[src/rtl/regfile_mp.sv]
// Multi-port register file: NUM_RD combinational read ports, two byte-enabled
// write ports (port 1 wins on overlap), optional hardwired-zero entry 0 and
// optional write-to-read bypass. A sequencer zeroes the array one entry per
// cycle after reset and on clr_req, so the storage itself carries no reset.
module regfile_mp #(
    parameter int unsigned DATA_WIDTH = 32,
    parameter int unsigned ADDR_DEPTH = 32,
    parameter int unsigned ADDR_WIDTH = 5,
    parameter int unsigned NUM_RD     = 3,
    parameter bit          ZERO_REG   = 1'b1,
    parameter bit          BYPASS     = 1'b1
) (
    input  logic                         clk,
    input  logic                         rst,
    input  logic [NUM_RD*ADDR_WIDTH-1:0] ra,
    output logic [NUM_RD*DATA_WIDTH-1:0] rd,
    input  logic                         we0,
    input  logic [ADDR_WIDTH-1:0]        wa0,
    input  logic [DATA_WIDTH-1:0]        wd0,
    input  logic [DATA_WIDTH/8-1:0]      wbe0,
    input  logic                         we1,
    input  logic [ADDR_WIDTH-1:0]        wa1,
    input  logic [DATA_WIDTH-1:0]        wd1,
    input  logic [DATA_WIDTH/8-1:0]      wbe1,
    input  logic                         clr_req,
    output logic                         ready,
    output logic                         wr_drop
);

    localparam int unsigned NumBytes = DATA_WIDTH / 8;
    // One extra bit so ADDR_DEPTH == 2**ADDR_WIDTH is representable.
    localparam logic [ADDR_WIDTH:0]   DepthExt = (ADDR_WIDTH + 1)'(ADDR_DEPTH);
    localparam logic [ADDR_WIDTH-1:0] LastIdx  = ADDR_WIDTH'(ADDR_DEPTH - 1);

    typedef enum logic [1:0] {StInit, StClear, StReady} state_e;

    state_e                  state_q, state_d;
    logic [ADDR_WIDTH-1:0]   idx_q, idx_d;
    logic                    wr_drop_q, wr_drop_d;
    logic                    wr0_ok, wr1_ok;
    logic [DATA_WIDTH-1:0]   mem [ADDR_DEPTH];

    function automatic logic in_range(input logic [ADDR_WIDTH-1:0] a);
        return {1'b0, a} < DepthExt;
    endfunction

    assign ready   = (state_q == StReady);
    assign wr_drop = wr_drop_q;

    // A write really lands only when usable, in range and not aimed at the zero entry.
    assign wr0_ok = ready && we0 && in_range(wa0) && !(ZERO_REG && (wa0 == '0));
    assign wr1_ok = ready && we1 && in_range(wa1) && !(ZERO_REG && (wa1 == '0));

    // Stored value for one read address, merged with this cycle's writes when bypassing.
    function automatic logic [DATA_WIDTH-1:0] read_port(input logic [ADDR_WIDTH-1:0] a);
        logic [DATA_WIDTH-1:0] v;
        v = '0;
        if (ready && in_range(a) && !(ZERO_REG && (a == '0))) begin
            v = mem[a];
            if (BYPASS) begin
                for (int b = 0; b < NumBytes; b++) begin
                    if (wr0_ok && (wa0 == a) && wbe0[b]) v[b*8 +: 8] = wd0[b*8 +: 8];
                end
                for (int b = 0; b < NumBytes; b++) begin
                    if (wr1_ok && (wa1 == a) && wbe1[b]) v[b*8 +: 8] = wd1[b*8 +: 8];
                end
            end
        end
        return v;
    endfunction

    // Clear sequencer next state: walk idx over every entry, then open for use.
    always_comb begin
        state_d = state_q;
        idx_d   = idx_q;
        unique case (state_q)
            StInit, StClear: begin
                if (idx_q == LastIdx) begin
                    state_d = StReady;
                    idx_d   = '0;
                end else begin
                    idx_d = idx_q + 1'b1;
                end
            end
            StReady: begin
                if (clr_req) begin
                    state_d = StClear;
                    idx_d   = '0;
                end
            end
            default: begin
                state_d = StInit;
                idx_d   = '0;
            end
        endcase
    end

    // Flag any write request that could not be honoured (not ready or out of range).
    always_comb begin
        wr_drop_d = (we0 && (!ready || !in_range(wa0))) ||
                    (we1 && (!ready || !in_range(wa1)));
    end

    // Control state with asynchronous reset.
    always_ff @(posedge clk or posedge rst) begin
        if (rst) begin
            state_q   <= StInit;
            idx_q     <= '0;
            wr_drop_q <= 1'b0;
        end else begin
            state_q   <= state_d;
            idx_q     <= idx_d;
            wr_drop_q <= wr_drop_d;
        end
    end

    // Storage: clearing writes while not ready, otherwise byte writes (port 1 issued last wins).
    always_ff @(posedge clk) begin
        if (!ready) begin
            mem[idx_q] <= '0;
        end else begin
            for (int b = 0; b < NumBytes; b++) begin
                if (wr0_ok && wbe0[b]) mem[wa0][b*8 +: 8] <= wd0[b*8 +: 8];
            end
            for (int b = 0; b < NumBytes; b++) begin
                if (wr1_ok && wbe1[b]) mem[wa1][b*8 +: 8] <= wd1[b*8 +: 8];
            end
        end
    end

    // Independent zero-latency read ports.
    always_comb begin
        rd = '0;
        for (int i = 0; i < NUM_RD; i++) begin
            rd[i*DATA_WIDTH +: DATA_WIDTH] = read_port(ra[i*ADDR_WIDTH +: ADDR_WIDTH]);
        end
    end

endmodule
[config.mk]
export PLATFORM = sky130hd
export DESIGN_NAME = regfile_mp
export DESIGN_NICKNAME = d
export VERILOG_FILES = /design/src/rtl/regfile_mp.sv
export SDC_FILE = /design/constraint.sdc
export NUM_CORES = 2
export LEC_CHECK = 0
export CORE_MARGIN = 2
export CORE_UTILIZATION = 25
export CTS_CLUSTER_SIZE = 16
export DETAILED_ROUTE_END_ITERATION = 6
export GPL_TIMING_DRIVEN = 0
export SLEW_MARGIN = 20
export SYNTH_ARGS = -nofsm -noshare
export SYNTH_HDL_FRONTEND = slang
export SYNTH_SLANG_ARGS = --single-unit
[constraint.sdc]
create_clock -name clk -period 2.9 [get_ports clk]
set_input_delay 0.58 -clock clk [delete_from_list [all_inputs] [get_ports clk]]
set_output_delay 0.58 -clock clk [all_outputs]
set_load 0.01 [all_outputs]
==> flow_summary.json <==
{
  "status": "finished with violations",
  "violations": "DRC, setup timing",
  "post_dp_cell_area_sq_um": 78270,
  "synth-seq-cells": 1032,
  "hold_class": "in -> async",
  "clkSinkCount": 1032,
  "power_mw": 50.85,
  "pre_cts_slack_ps": -3159,
  "grt_antenna_before_repair": 34,
  "synthSimpleGateAreaFrac_pct": 6.707,
  "hold_violations": 0,
  "crit_path_max_fanout": 5,
  "die_w_microns": 533.9,
  "synth_adder_area_share_pct": 0.03565,
  "whs_ps": 93.39,
  "slew_viol_final": 0,
  "slew_headroom_pct": 7.789,
  "synth.avg_cell_area_sq_um": 13.28,
  "stdcell_area_sq_um": 91020,
  "drt-pass1-iter-count": 7,
  "fp.dieH_microns": 533.9,
  "synth_compound_area_share_pct": 8.225,
  "grt_pass1_vias": 57610,
  "path_common_cell": "buf_12",
  "start_util_pct": 25.13,
  "clk_latency_ps": 820,
  "synth_top_family_by_area": "multiplexers",
  "p_leak_nw": 32.01,
  "ant_nets": 0,
  "utilization_pct": 32.58,
  "numCtsBuffers": 118,
  "synth_warnings": 0,
  "rows": 194,
  "grt_pass1_wl_microns": 521300,
  "first_iter_violations": 11250,
  "fin_worst_skew_ps": 31.33,
  "syn_nets": 5390,
  "synth_edf_count": 1024,
  "ir_drop_uv": 532.0,
  "pin_count": 200,
  "cts_hold_buf": 0,
  "grtUsageMet1_pct": 31.66,
  "htree_levels": 3,
  "wirelength_microns": 401900,
  "use_met2_pct": 38.88,
  "synth_area_sq_um": 70200,
  "placedCellCount": 9223,
  "crit_chain": "nand2b_4, a211o_4, nor4_4, buf_4, buf_12, nand4b_4, buf_12, o221ai_4, buf_2",
  "crit_slowest_cell": "dfrtp_1",
  "cts_tree": "yes",
  "worst_setup_path_start_kind": "flip-flop",
  "period_share_pct": 135.9,
  "core_area_sq_um": 279400,
  "synthXorXnorAreaFrac_pct": 0.3743,
  "setup_ws_ps": -1040,
  "clk_path_buf_depth": 3,
  "max_stage_delay_ps": 400,
  "gp_congestion": 1.076,
  "routedWlPerCell_microns": 41.26,
  "finalSetupViolations": 1870,
  "async_reset_ff_share_pct": 0.7752,
  "drive_gt1_share_pct": 40.39,
  "path_class": "reg -> out",
  "drc": 8,
  "worstMarginPinSlew_ps": 1378,
  "min_period_ps": 3940,
  "syn2layout_area_growth_pct": 29.66,
  "top_usage_layer": "met2",
  "synth_top_flop_cell": "edfxtp_1",
  "ys_types": 61,
  "max_freq_mhz": 253.8,
  "clk_pin_slew_ps": 60,
  "vias": 61590,
  "path_buf_inv": 4,
  "hpwlAfterDp_microns": 304000,
  "grt_overflow": 0,
  "vias_per_cell": 6.322,
  "cp.arrival_ps": 3360,
  "nets": 6002,
  "yosysSeqAreaShare_pct": 44.09,
  "grt_setup_unrepaired": "yes",
  "grt_max_degree": 17,
  "port_buffers": 176,
  "powerDensity_nw_per_um2": 558.6,
  "tns_ps": -561000,
  "root_buffer": "clkbuf_16",
  "dieArea_sq_um": 285100,
  "stdcell_count": 9742,
  "crit_path_end_kind": "primary output",
  "syn_inst": 5286,
  "critical-path-top-delay-family": "buffers and inverters",
  "met3_usage_pct": 13.07,
  "worstPathRequired_ps": 2320,
  "track_usage_pct": 27.22,
  "drv_cap": 0,
  "muxShareOfSynthArea_pct": 36.28
}
==> worst register-to-register path: stages (launching register included) <==
cell	delay, ps
dfrtp_1	400
buf_6	120
and3b_4	370
buf_12	170
buf_4	120
o21ai_2	230
nor2_2	270
buf_2	360
nand2_1	480
o21ai_1	670
==> power breakdown <==
| part | total [mW] | switching (mW) | internal (mW) |
|---|---|---|---|
| sequential | 19.2 | 1.08 | 18.2 |
| clock | 16.1 | 7.13 | 9.01 |
| combinational | 15.5 | 9.50 | 5.97 |
==> Yosys cell counts (5+ instances only) <==
| library cell | n | share of area (%) |
|---|---|---|
| nand3_1 | 26 | 0.19 |
| edfxtp_1 | 1024 | 44 |
| a31oi_1 | 26 | 0.23 |
| mux2i_1 | 442 | 6.3 |
| nor2_1 | 125 | 0.67 |
| o2111ai_1 | 15 | 0.19 |
| o21ai_0 | 652 | 4.6 |
| inv_1 | 103 | 0.55 |
| a21oi_1 | 24 | 0.17 |
| buf_1 | 53 | 0.28 |
| buf_6 | 7 | 0.11 |
| o22ai_1 | 87 | 0.78 |
| buf_4 | 30 | 0.32 |
| mux2_2 | 53 | 0.85 |
| nor3_1 | 11 | 0.078 |
| clkbuf_1 | 353 | 1.9 |
| nand2_1 | 802 | 4.3 |
| or2_2 | 6 | 0.053 |
| dfrtp_1 | 8 | 0.29 |
| nand2b_1 | 16 | 0.14 |
| o221ai_1 | 69 | 0.86 |
| o21ai_1 | 22 | 0.16 |
| nor3b_1 | 8 | 0.086 |
| a22oi_1 | 61 | 0.65 |
| nand3b_1 | 7 | 0.075 |
| nor2b_1 | 9 | 0.080 |
| xnor2_1 | 23 | 0.29 |
| buf_2 | 154 | 1.1 |
| or3_1 | 11 | 0.098 |
| nor3_2 | 11 | 0.16 |
| mux4_2 | 908 | 29 |
| a211o_1 | 5 | 0.062 |
| o31ai_1 | 18 | 0.19 |
| nor4_1 | 31 | 0.28 |
| xor2_1 | 7 | 0.087 |
| and3_1 | 33 | 0.29 |
==> registers in the layout, indices dropped and copies added (netlist names) <==
signal   flops
idx_q        5
wr_drop      1
mem       1024
state_q      2
==> kinds of logic after synthesis <==
family	Yosys count
buf+inv	706
xor+xnor	30
flops	1032
mux	1403
simple gates	1112
compound gates	1001
fa+ha+maj	2
==> area by class of cell <==
cell class | instances | area (sq um)
diodes | 16 | 40.04
plain buffers | 588 | 4736
clock buffers | 139 | 3074
clock inverters | 85 | 912.1
fillers | 27240 | 188400
inverters | 107 | 405.4
multi-input cells | 3548 | 40740
flip-flops and latches | 1032 | 30950
well taps | 3724 | 4659
repair buffers | 503 | 5510
==> placed cells by master (no fill, tap or decap), types with 17 or more instances in the layout <==
cell / Yosys / routed
and3_1: 33 / 29
mux4_2: 908 / 908
edfxtp_1: 1024 / 1024
clkbuf_1: 353 / 243
o22ai_4: 0 / 38
xnor2_1: 23 / 23
buf_6: 7 / 170
clkbuf_2: 2 / 54
clkbuf_4: 0 / 29
nand2_1: 802 / 744
buf_2: 154 / 108
o221ai_2: 0 / 35
a31oi_4: 0 / 25
buf_12: 0 / 113
nand2_2: 2 / 31
clkbuf_16: 0 / 130
buf_16: 0 / 17
o31ai_4: 0 / 17
clkinv_1: 0 / 18
mux2i_1: 442 / 419
buf_4: 30 / 190
o21ai_1: 22 / 20
buf_8: 0 / 45
inv_1: 103 / 102
clkbuf_8: 0 / 35
clkdlybuf4s50_1: 0 / 69
o21ai_4: 0 / 42
a22oi_1: 61 / 61
o221ai_4: 0 / 34
nor2_1: 125 / 95
clkinv_2: 0 / 31
o22ai_2: 0 / 34
mux2_2: 53 / 49
o21ai_0: 652 / 597
nor2_2: 0 / 18
==> timing repair <==
action | in CTS | in global routing
hold endpoints to repair | 0 | 0
resized for setup | 1437 | 265
setup endpoints to repair | 2136 | 1939
gates cloned | 4 | 1
pin swaps | 133 | 99
buffers inserted | 187 | 105
==> routing by layer <==
layer / wire [microns] / up-vias
met5: 608 / -
met4: 38240 / 34
met3: 66370 / 1595
met2: 164600 / 5993
met1: 132100 / 31410
li1: - / 22560
==> path summary, 6_finish.rpt <==
check / startpoint / endpoint / slack (ps) / cells after the start
worst min register to register: idx_q[0] / idx_q[1] / 670 / 3
worst max register to register: state_q[0] / mem[13][20] / -680 / 9
max in group asynchronous: rst / idx_q[3] / 2560 / 2
worst max-delay path: state_q[0] / rd[89] / -1040 / 9
min in group clk: wd1[28] / mem[14][28] / 350 / 2
worst min-delay path: rst / wr_drop / 90 / 2
Note: power is estimated with default switching activity, not from simulation.
